--- config.mk ---
export PLATFORM = sky130hd
export DESIGN_NAME = display_scan_mux
export DESIGN_NICKNAME = d
export VERILOG_FILES = /design/src/rtl/display_scan_mux.sv
export SDC_FILE = /design/constraint.sdc
export NUM_CORES = 1
export LEC_CHECK = 0
export ABC_AREA = 1
export ABC_CLOCK_PERIOD_IN_PS = 3600
export CORE_MARGIN = 2
export CORE_UTILIZATION = 50
export CTS_CLUSTER_SIZE = 30
export DETAILED_ROUTE_END_ITERATION = 6
export DONT_BUFFER_PORTS = 1
export SETUP_SLACK_MARGIN = 0.1
export SLEW_MARGIN = 0
export SYNTH_ARGS = -nofsm -noshare
export SYNTH_HDL_FRONTEND = slang
export SYNTH_SLANG_ARGS = --single-unit
--- constraint.sdc ---
create_clock -name clock -period 3.6 [get_ports clock]
set_input_delay 0.36 -clock clock [delete_from_list [all_inputs] [get_ports clock]]
set_output_delay 0.36 -clock clock [all_outputs]
set_load 0.005 [all_outputs]
--- src/rtl/display_scan_mux.sv ---
// Registered N-to-1 display source multiplexer. In manual mode the output follows a host-selected
// source. In auto-scan mode it cycles through all sources, spending SCAN_DIV clocks on each.
// The hold input freezes the output, the index and the scan counter.
module display_scan_mux #(
    parameter int unsigned WIDTH    = 16,
    parameter int unsigned NUM_IN   = 10,
    parameter int unsigned SEL_W    = 4,
    parameter int unsigned SCAN_DIV = 8
) (
    input  logic                    clock,
    input  logic                    reset_n,
    input  logic [NUM_IN*WIDTH-1:0] in_bus,
    input  logic [SEL_W-1:0]        select,
    input  logic                    auto_mode,
    input  logic                    hold,
    output logic [WIDTH-1:0]        mux_out,
    output logic [SEL_W-1:0]        cur_sel,
    output logic                    sel_err,
    output logic                    sel_changed
);

    // The counter keeps at least one bit so that SCAN_DIV=1 still elaborates. Its value stays 0.
    localparam int unsigned      CntW     = (SCAN_DIV > 1) ? $clog2(SCAN_DIV) : 1;
    localparam logic [CntW-1:0]  CntLast  = CntW'(SCAN_DIV - 1);
    localparam logic [SEL_W-1:0] SelLast  = SEL_W'(NUM_IN - 1);
    // This value is one bit wider than select, so NUM_IN == 2**SEL_W is still representable.
    localparam logic [SEL_W:0]   NumInExt = (SEL_W + 1)'(NUM_IN);

    logic [CntW-1:0]  cnt_q, cnt_d;
    logic [SEL_W-1:0] cur_sel_q, cur_sel_d;
    logic             sel_err_q, sel_err_d;
    logic [WIDTH-1:0] mux_q, mux_d;
    logic             sel_changed_q, sel_changed_d;

    // Next index, scan counter and error flag. Priority: hold, then auto, then manual.
    always_comb begin
        cnt_d     = cnt_q;
        cur_sel_d = cur_sel_q;
        sel_err_d = sel_err_q;
        if (hold) begin
            // Everything stays frozen.
        end else if (auto_mode) begin
            sel_err_d = 1'b0;
            if (cnt_q == CntLast) begin
                cnt_d     = '0;
                cur_sel_d = (cur_sel_q == SelLast) ? '0 : cur_sel_q + 1'b1;
            end else begin
                cnt_d = cnt_q + 1'b1;
            end
        end else begin
            // In manual mode the counter is held at 0.
            // Entering auto mode then gives the current index a full dwell.
            cnt_d = '0;
            if ({1'b0, select} < NumInExt) begin
                cur_sel_d = select;
                sel_err_d = 1'b0;
            end else begin
                sel_err_d = 1'b1;
            end
        end
    end

    // Data path: pick the source for the next index. Out-of-range indices cannot occur.
    always_comb begin
        mux_d = '0;
        for (int k = 0; k < NUM_IN; k++) begin
            if (cur_sel_d == SEL_W'(k)) begin
                mux_d = in_bus[k*WIDTH +: WIDTH];
            end
        end
        if (hold) begin
            mux_d = mux_q;
        end
        sel_changed_d = !hold && (cur_sel_d != cur_sel_q);
    end

    // State registers with synchronous active-low reset, which overrides hold and mode.
    always_ff @(posedge clock) begin
        if (!reset_n) begin
            cnt_q         <= '0;
            cur_sel_q     <= '0;
            sel_err_q     <= 1'b0;
            mux_q         <= '0;
            sel_changed_q <= 1'b0;
        end else begin
            cnt_q         <= cnt_d;
            cur_sel_q     <= cur_sel_d;
            sel_err_q     <= sel_err_d;
            mux_q         <= mux_d;
            sel_changed_q <= sel_changed_d;
        end
    end

    assign mux_out     = mux_q;
    assign cur_sel     = cur_sel_q;
    assign sel_err     = sel_err_q;
    assign sel_changed = sel_changed_q;

endmodule

==> results.sh, run 1 <==
export IMPL_reg_to_reg_end="mux_out[8]"
export IMPL_top_ports=190
export IMPL_core_region_area_um2=5470
export IMPL_min_delay_start="reset_n"
export IMPL_die_y_um=79.2
export IMPL_maxSlewHeadroom_pct=36.3
export IMPL_cp_slowest_cell="sky130_fd_sc_hd__nor2_4"
export IMPL_p_per_area_nw_per_um2=277
export IMPL_hp_class="in2reg"
export IMPL_period_needed_ns=2.81
export IMPL_critPathArrivalTime_ns=2.97
export IMPL_port_buffer_count=0
export IMPL_outcome="complete, no violations"
export IMPL_synth_sequential_area_ratio_pct=17.7
export IMPL_hold_slack_ns=0.237
export IMPL_clkPwrFrac_pct=21.8
export IMPL_routing_layer_with_the_top_usage_in_global_route="met2"
export IMPL_die_area_um2=6270
export IMPL_cts_root_buffer_cell="sky130_fd_sc_hd__clkbuf_8"
export IMPL_flow_area_growth_from_synthesis_pct=-0.796
export IMPL_grt_total_usage_pct=28.4
export IMPL_cts_resized=0
export IMPL_floorplan_initialDensity_pct=51.7
export IMPL_timing_reg2reg_worst_path_depth=16
export IMPL_tritoncts="built"
export IMPL_syn_instance_count=494
export IMPL_max_freq_ghz=0.356
export IMPL_chipWidth_um=79.2
export IMPL_grt_overflow_total=0
export IMPL_postRouteAntennaNets=0
export IMPL_gr_usage_met2_pct=46.2
export IMPL_grt_pass1_wl_mm=14.1
export IMPL_post_route_drc_count=0
export IMPL_irDropWorstVdd_mv=0.217
export IMPL_internal_power_uw=467
export IMPL_whs_endpoint="sel_err"
export IMPL_number_of_antenna_violations_at_the_first_check_in_global_routing=0
export IMPL_yosys_warnings=0
export IMPL_clk_latency_ns=0.27
export IMPL_switching_share_pct=39.9
export IMPL_power_combinational_fraction_pct=36.5
export IMPL_finalSetupViolations=0
export IMPL_power_sequential_fraction_pct=41.7
export IMPL_dpl_hpwl_mm=7.47
export IMPL_drt_wirelength_per_cell_um=17.2
export IMPL_path_clk_slew_ns=0.08
export IMPL_cpMostUsedCell="sky130_fd_sc_hd__nand2_1"
export IMPL_count_of_distinct_cell_types_in_the_synthesized_netlist=31
export IMPL_hold_viol=0
export IMPL_min_path_cells=2
export IMPL_critical_path_cell_chain="ha_1 > ha_1 > nand2_2 > clkinv_1 > nand3_1 > nand2_1 > nand3_1 > nand2_2 > nand2_4 > nand2_4 > nor2_4 > nand2_1 > nand2_1 > nand4_1 > nand2_1 > nand2_1"
export IMPL_crit_path_end_kind="flop"
export IMPL_power_net_switching_uw=311
export IMPL_grt_setup_unrepaired="no"
export IMPL_period_share_pct=78.0
export IMPL_detail_route_first_pass_iterations=4
export IMPL_critPathRequiredTime_ns=3.76
export IMPL_globalRouteMet1Util_pct=37.3
export IMPL_first_global_vias=2746
export IMPL_cts_hold_repair_buffers=0
export IMPL_cts_htree_levels=1
export IMPL_timing_critical_path_buf_inv=1
export IMPL_fin_setup_tns_ns=0
export IMPL_r2r_start="cnt_q[0]"
export IMPL_setup_worst_path_start_class="flop"
export IMPL_cts_max_path_buffers=2
export IMPL_drive_gt1_share_pct=9.92
export IMPL_synth_cell_area_um2=2830
export IMPL_final_max_slew_viol_count=0
export IMPL_cts_buffer_count=3
export IMPL_finish_net_count=645
export IMPL_first_iter_violations=103
export IMPL_postSynthNetCount=664
export IMPL_maxCapViolCount=0
export IMPL_rows=27
export IMPL_post_cts_setup_buffers=0
export IMPL_timing_critical_path_slowest_cell_delay_ns=0.44
export IMPL_antennaDiodeCount=0
export IMPL_static_leakage_power_nw=1.43
export IMPL_syn_avg_cell_area_um2=5.72
export IMPL_drt_wl_total_mm=9.37
export IMPL_setup_worst_path_class="reg2reg"
export IMPL_final_setup_skew_ns=0.00874
export IMPL_path_delay_family="simple AND/OR/NAND/NOR gates"
export IMPL_tritoncts_num_sinks=25
export IMPL_routed_via_count=3048
export IMPL_ys_ff_latch=25
export IMPL_regToRegSetupSlack_ns=0.79
export IMPL_groute_layer_met3_usage_pct=7.50
export IMPL_worstMarginPinSlew_ns=0.952
export IMPL_path_max_fanout=45
export IMPL_largest_net_degree_at_the_start_of_global_routing=46
export IMPL_gp_congestion=0.857
export IMPL_viasPerCell=5.58
==> flip-flops by register name, indices dropped and copies added (netlist names) <==
name,flops
cnt_q,3
cur_sel,4
mux_out,16
sel_changed,1
sel_err,1
==> cells in the final DEF (no fill, tap or decap), drive strengths merged <==
cell | netlist | routed
nor3 | 2 | 2
nand4 | 53 | 53
o22ai | 1 | 1
inv | 60 | 60
a2111oi | 1 | 1
o21ai | 19 | 19
a32o | 3 | 3
nand3 | 28 | 28
clkinv | 6 | 7
nor2 | 60 | 60
o221ai | 1 | 1
dfxtp | 25 | 25
nand2 | 177 | 177
ha | 2 | 2
a21oi | 31 | 31
clkbuf | 4 | 3
buf | 21 | 1
==> per-stage QoR <==
step / total power, mW / std cells / cell area, um^2 / utilization, % / setup slack, ns
2_1_floorplan: 0.565 / 494 / 2830 / - / 1.46
5_1_grt: 0.835 / 546 / 2810 / 51.3 / 0.509
4_1_cts: 0.782 / 546 / 2810 / 51.3 / 0.801
6_report: 0.778 / 546 / 2810 / 51.3 / 0.792
3_3_place_gp: 0.610 / 542 / 2760 / 50.4 / 0.847
3_5_place_dp: 0.612 / 542 / 2760 / 50.4 / 0.816
==> cell families after synthesis <==
family | share of synthesized area (%)
simple gates | 55.8
buf+inv | 14.8
compound gates | 10.8
flops | 17.7
fa+ha+maj | 0.885
==> area by class of cell <==
type	count	area, um^2
clock buffer	3	41.3
sequential	25	500
fill	629	2670
tap	72	90.1
multi-input combinational	378	1910
inverter	66	253
clock inverter	1	5.00
timing repair buffer	1	7.51
==> worst max path at each step <==
| stage | from | end | slack, ns | cells past startpoint |
|---|---|---|---|---|
| floorplan | cnt_q[0] | mux_out[10] | 1.46 | 17 |
| global placement | cnt_q[0] | mux_out[2] | 0.85 | 16 |
| detailed placement | cnt_q[0] | mux_out[2] | 0.82 | 16 |
| CTS | cnt_q[0] | mux_out[8] | 0.80 | 16 |
| global route | cnt_q[0] | mux_out[15] | 0.51 | 17 |
| finish | cnt_q[0] | mux_out[8] | 0.79 | 16 |
==> metal layers <==
layer / share of wire (%) / vias up
li1: - / 1560
met1: 42 / 1316
met2: 46 / 160
met3: 11 / 12
met4: 1.8 / 0
met5: 0 / -
==> power by group through the flow <==
| stage | clock (mW) | sequential (mW) | combinational (mW) |
|---|---|---|---|
| after global routing | 0.186 | 0.327 | 0.323 |
| after detailed placement | 0 | 0.330 | 0.283 |
| final | 0.170 | 0.324 | 0.284 |
| after global placement | 0 | 0.331 | 0.279 |
| after CTS | 0.175 | 0.324 | 0.283 |
| after floorplan | 0 | 0.322 | 0.243 |
==> cell usage after synthesis <==
master	number	area [um^2]
sky130_fd_sc_hd__ha_1	2	25.0
sky130_fd_sc_hd__inv_4	2	12.5
sky130_fd_sc_hd__nand4_1	53	332
sky130_fd_sc_hd__o21ai_0	18	90.1
sky130_fd_sc_hd__o21ai_1	1	5.00
sky130_fd_sc_hd__clkbuf_4	1	7.51
sky130_fd_sc_hd__nand3_2	2	20.0
sky130_fd_sc_hd__a32o_1	3	30.0
sky130_fd_sc_hd__nor3_4	1	16.3
sky130_fd_sc_hd__a2111oi_0	1	8.76
sky130_fd_sc_hd__a21oi_1	31	155
sky130_fd_sc_hd__nor2_2	11	68.8
sky130_fd_sc_hd__nand2_1	166	623
sky130_fd_sc_hd__nor2_8	3	60.1
sky130_fd_sc_hd__nor3_2	1	10.0
sky130_fd_sc_hd__nand2_4	6	67.6
sky130_fd_sc_hd__nand3_4	2	35.0
sky130_fd_sc_hd__nor2_4	3	33.8
sky130_fd_sc_hd__clkinv_1	6	22.5
sky130_fd_sc_hd__nand2_2	5	31.3
sky130_fd_sc_hd__buf_4	2	15.0
sky130_fd_sc_hd__nand3_1	24	120
sky130_fd_sc_hd__inv_1	52	195
sky130_fd_sc_hd__inv_2	6	22.5
sky130_fd_sc_hd__buf_2	13	65.1
sky130_fd_sc_hd__dfxtp_1	25	500
sky130_fd_sc_hd__o221ai_1	1	8.76
sky130_fd_sc_hd__clkbuf_1	3	11.3
sky130_fd_sc_hd__o22ai_1	1	6.26
sky130_fd_sc_hd__buf_6	6	67.6
sky130_fd_sc_hd__nor2_1	43	161
No activity file was read; power rests on OpenSTA's default activity.
==> inputs of run 2 (changes only) <==
--- a/config.mk
+++ b/config.mk
@@ -5,8 +5,8 @@
 export SDC_FILE = /design/constraint.sdc
 export NUM_CORES = 1
 export LEC_CHECK = 0
-export ABC_AREA = 1
-export ABC_CLOCK_PERIOD_IN_PS = 3600
+export ABC_AREA = 0
+export ABC_CLOCK_PERIOD_IN_PS = 2900
 export CORE_MARGIN = 2
 export CORE_UTILIZATION = 50
 export CTS_CLUSTER_SIZE = 30
==> constraint.sdc (replaced) <==
create_clock -name clock -period 2.9 [get_ports clock]
set_input_delay 0.29 -clock clock [delete_from_list [all_inputs] [get_ports clock]]
set_output_delay 0.29 -clock clock [all_outputs]
set_load 0.005 [all_outputs]
==> results.sh, run 2 <==
export IMPL_layout_commonest_cell="sky130_fd_sc_hd__nor2_1"
export IMPL_chipWidth_um=76.9
export IMPL_post_synth_top_area_cell="sky130_fd_sc_hd__dfxtp_1"
export IMPL_post_place_ws_ns=0.209
export IMPL_routed_via_count=2921
export IMPL_highest_signal_layer="met4"
export IMPL_top_ports=190
export IMPL_cts_htree_levels=1
export IMPL_period_needed_ns=2.71
export IMPL_viasPerCell=6.86
export IMPL_postRouteAntennaNets=0
export IMPL_critPathArrivalTime_ns=2.90
export IMPL_static_leakage_power_nw=0.926
export IMPL_timing_critical_path_buf_inv=2
export IMPL_flip_flop_count_of_the_largest_register_after_layout=16
export IMPL_most_used_cells_in_the_layout_excluding_fill_and_tap_cells="sky130_fd_sc_hd__nor2_1 (45), sky130_fd_sc_hd__nor3_1 (43), sky130_fd_sc_hd__o21ai_0 (32), sky130_fd_sc_hd__nand2_1 (27)"
export IMPL_gp_congestion=0.929
export IMPL_synth_sequential_area_ratio_pct=18.8
export IMPL_total_power_uw=997
export IMPL_critPathRequiredTime_ns=3.10
export IMPL_first_iter_violations=178
export IMPL_count_of_distinct_cell_types_in_the_synthesized_netlist=61
export IMPL_hp_class="in2reg"
export IMPL_drive_gt1_share_pct=15.7
export IMPL_irDropWorstVdd_mv=0.247
export IMPL_finalSetupViolations=0
export IMPL_flow_area_growth_from_synthesis_pct=4.47
export IMPL_fin_setup_tns_ns=0
export IMPL_port_buffer_count=0
export IMPL_yosys_warnings=0
export IMPL_critical_path_cell_chain="ha_1 > ha_1 > buf_4 > and4b_1 > o221ai_2 > nand3_2 > buf_4 > a21o_1 > nor3_1 > a31oi_1 > o21ai_1"
export IMPL_maxCapViolCount=0
export IMPL_postSynthNetCount=538
export IMPL_detail_route_first_pass_iterations=6
export IMPL_clk_latency_ns=0.27
export IMPL_netlist_top_cells_count="sky130_fd_sc_hd__nor2_1 (45), sky130_fd_sc_hd__nor3_1 (45), sky130_fd_sc_hd__o21ai_0 (32)"
export IMPL_syn_instance_count=368
export IMPL_finish_net_count=527
export IMPL_syn_avg_cell_area_um2=7.22
export IMPL_path_clk_slew_ns=0.10
export IMPL_path_max_fanout=11
export IMPL_postSynth_asyncResetShare_pct=0
export IMPL_ys_ff_latch=25
export IMPL_grt_overflow_total=0
export IMPL_yosys_top_cells_area="sky130_fd_sc_hd__dfxtp_1 (19%), sky130_fd_sc_hd__nor3_1 (8.5%), sky130_fd_sc_hd__nor2_1 (6.4%)"
export IMPL_antennaDiodeCount=0
export IMPL_rows=26
export IMPL_path_delay_family="compound AO/OA/AOI/OAI gates"
export IMPL_number_of_antenna_violations_at_the_first_check_in_global_routing=0
export IMPL_ys_dominant_reg_cell="sky130_fd_sc_hd__dfxtp_1"
export IMPL_metal3_wl_um=996
export IMPL_cp_slowest_cell="sky130_fd_sc_hd__dfxtp_1"
export IMPL_final_max_slew_viol_count=0
export IMPL_cp_depth=11
export IMPL_grt_total_usage_pct=29.9
export IMPL_final_setup_skew_ns=0.0115
export IMPL_hold_viol=0
export IMPL_largest_net_degree_at_the_start_of_global_routing=63
export IMPL_max_freq_ghz=0.370
export IMPL_cts_root_buffer_cell="sky130_fd_sc_hd__clkbuf_8"
export IMPL_wirelength_met1_mm=4.02
export IMPL_first_global_vias=2660
export IMPL_cts_max_path_buffers=2
export IMPL_tritoncts_num_sinks=25
export IMPL_post_route_drc_count=0
export IMPL_p_per_area_nw_per_um2=359
export IMPL_min_path_cells=1
export IMPL_timing_critical_path_slowest_cell_delay_ns=0.34
export IMPL_cts_buffer_count=3
export IMPL_route_met2_wl_mm=4.36
export IMPL_die_y_um=76.9
export IMPL_drt_wl_total_mm=9.51
export IMPL_worstMarginPinSlew_ns=0.646
export IMPL_core_region_area_um2=5110
export IMPL_outcome="complete, no violations"
export IMPL_setup_worst_path_class="reg2reg"
export IMPL_synth_largest_type_area_fraction_pct=18.8
export IMPL_tritoncts="built"
export IMPL_dpl_hpwl_mm=7.35
export IMPL_setup_worst_path_start_class="flop"
export IMPL_floorplan_initialDensity_pct=52.0
export IMPL_timing_reg2reg_worst_path_depth=11
export IMPL_grt_pass1_wl_mm=14.0
export IMPL_synth_cell_area_um2=2660
export IMPL_crit_path_end_kind="flop"
export IMPL_die_area_um2=5910
export IMPL_drt_wirelength_per_cell_um=22.3
export IMPL_period_share_pct=93.3
export IMPL_grt_setup_unrepaired="yes"
export IMPL_synth_edff_count=0
export IMPL_timing_final_ws_setup_ns=0.194
export IMPL_cts_hold_repair_buffers=0
export IMPL_maxSlewHeadroom_pct=56.8
-- run 2: path summary, 6_finish.rpt --
path	from	to	slack, ns
setup / recovery	cnt_q[0]	mux_out[2]	0.19
hold / removal	reset_n	cnt_q[2]	0.13
setup reg to reg	cnt_q[0]	mux_out[2]	0.19
hold reg to reg	mux_out[7]	mux_out[7]	0.53
-- run 2: kinds of logic after synthesis --
group | share of synthesized area, %
and+or+nand+nor | 31.5
DFF | 18.8
adders and majority gates | 0.942
buffers and inverters | 8.62
xor gates and xnor gates | 0.660
AOI/OAI and AO/OA | 36.7
muxes | 2.73
-- run 2: through the flow --
step	hold WS (ns)	util, %	instances	cell area, um^2
3_3_place_gp	0.413	52.1	420	2660
6_report	0.134	54.3	426	2780
3_5_place_dp	0.416	52.1	420	2660
5_1_grt	0.121	54.3	426	2780
4_1_cts	0.127	53.0	424	2710
2_1_floorplan	0.430	-	368	2660
-- run 2: cell type report --
| type | instances | area (um^2) |
|---|---|---|
| Clock buffer | 4 | 45.0 |
| Fill cell | 512 | 2330 |
| Inverter | 3 | 11.3 |
| Multi-Input combinational cell | 306 | 1950 |
| Sequential cell | 25 | 500 |
| Tap cell | 70 | 87.6 |
| Timing Repair Buffer | 18 | 178 |
-- run 2: routing by layer --
layer,vias to the layer above,global-route usage [%]
li1,1370,-
met1,1336,40.5
met2,201,46.8
met3,14,8.12
met4,0,8.00
met5,-,0
-- run 2: where the power goes --
group / internal, mW / switching (mW) / total [mW]
Clock: 0.0982 / 0.112 / 0.210
Combinational: 0.150 / 0.230 / 0.380
Sequential: 0.377 / 0.0311 / 0.408
Total: 0.625 / 0.373 / 0.997
-- run 2: timing repair --
item | CTS | global route
setup buffers | 0 | 1
setup endpoints to repair | 0 | 13
resized for setup | 0 | 5
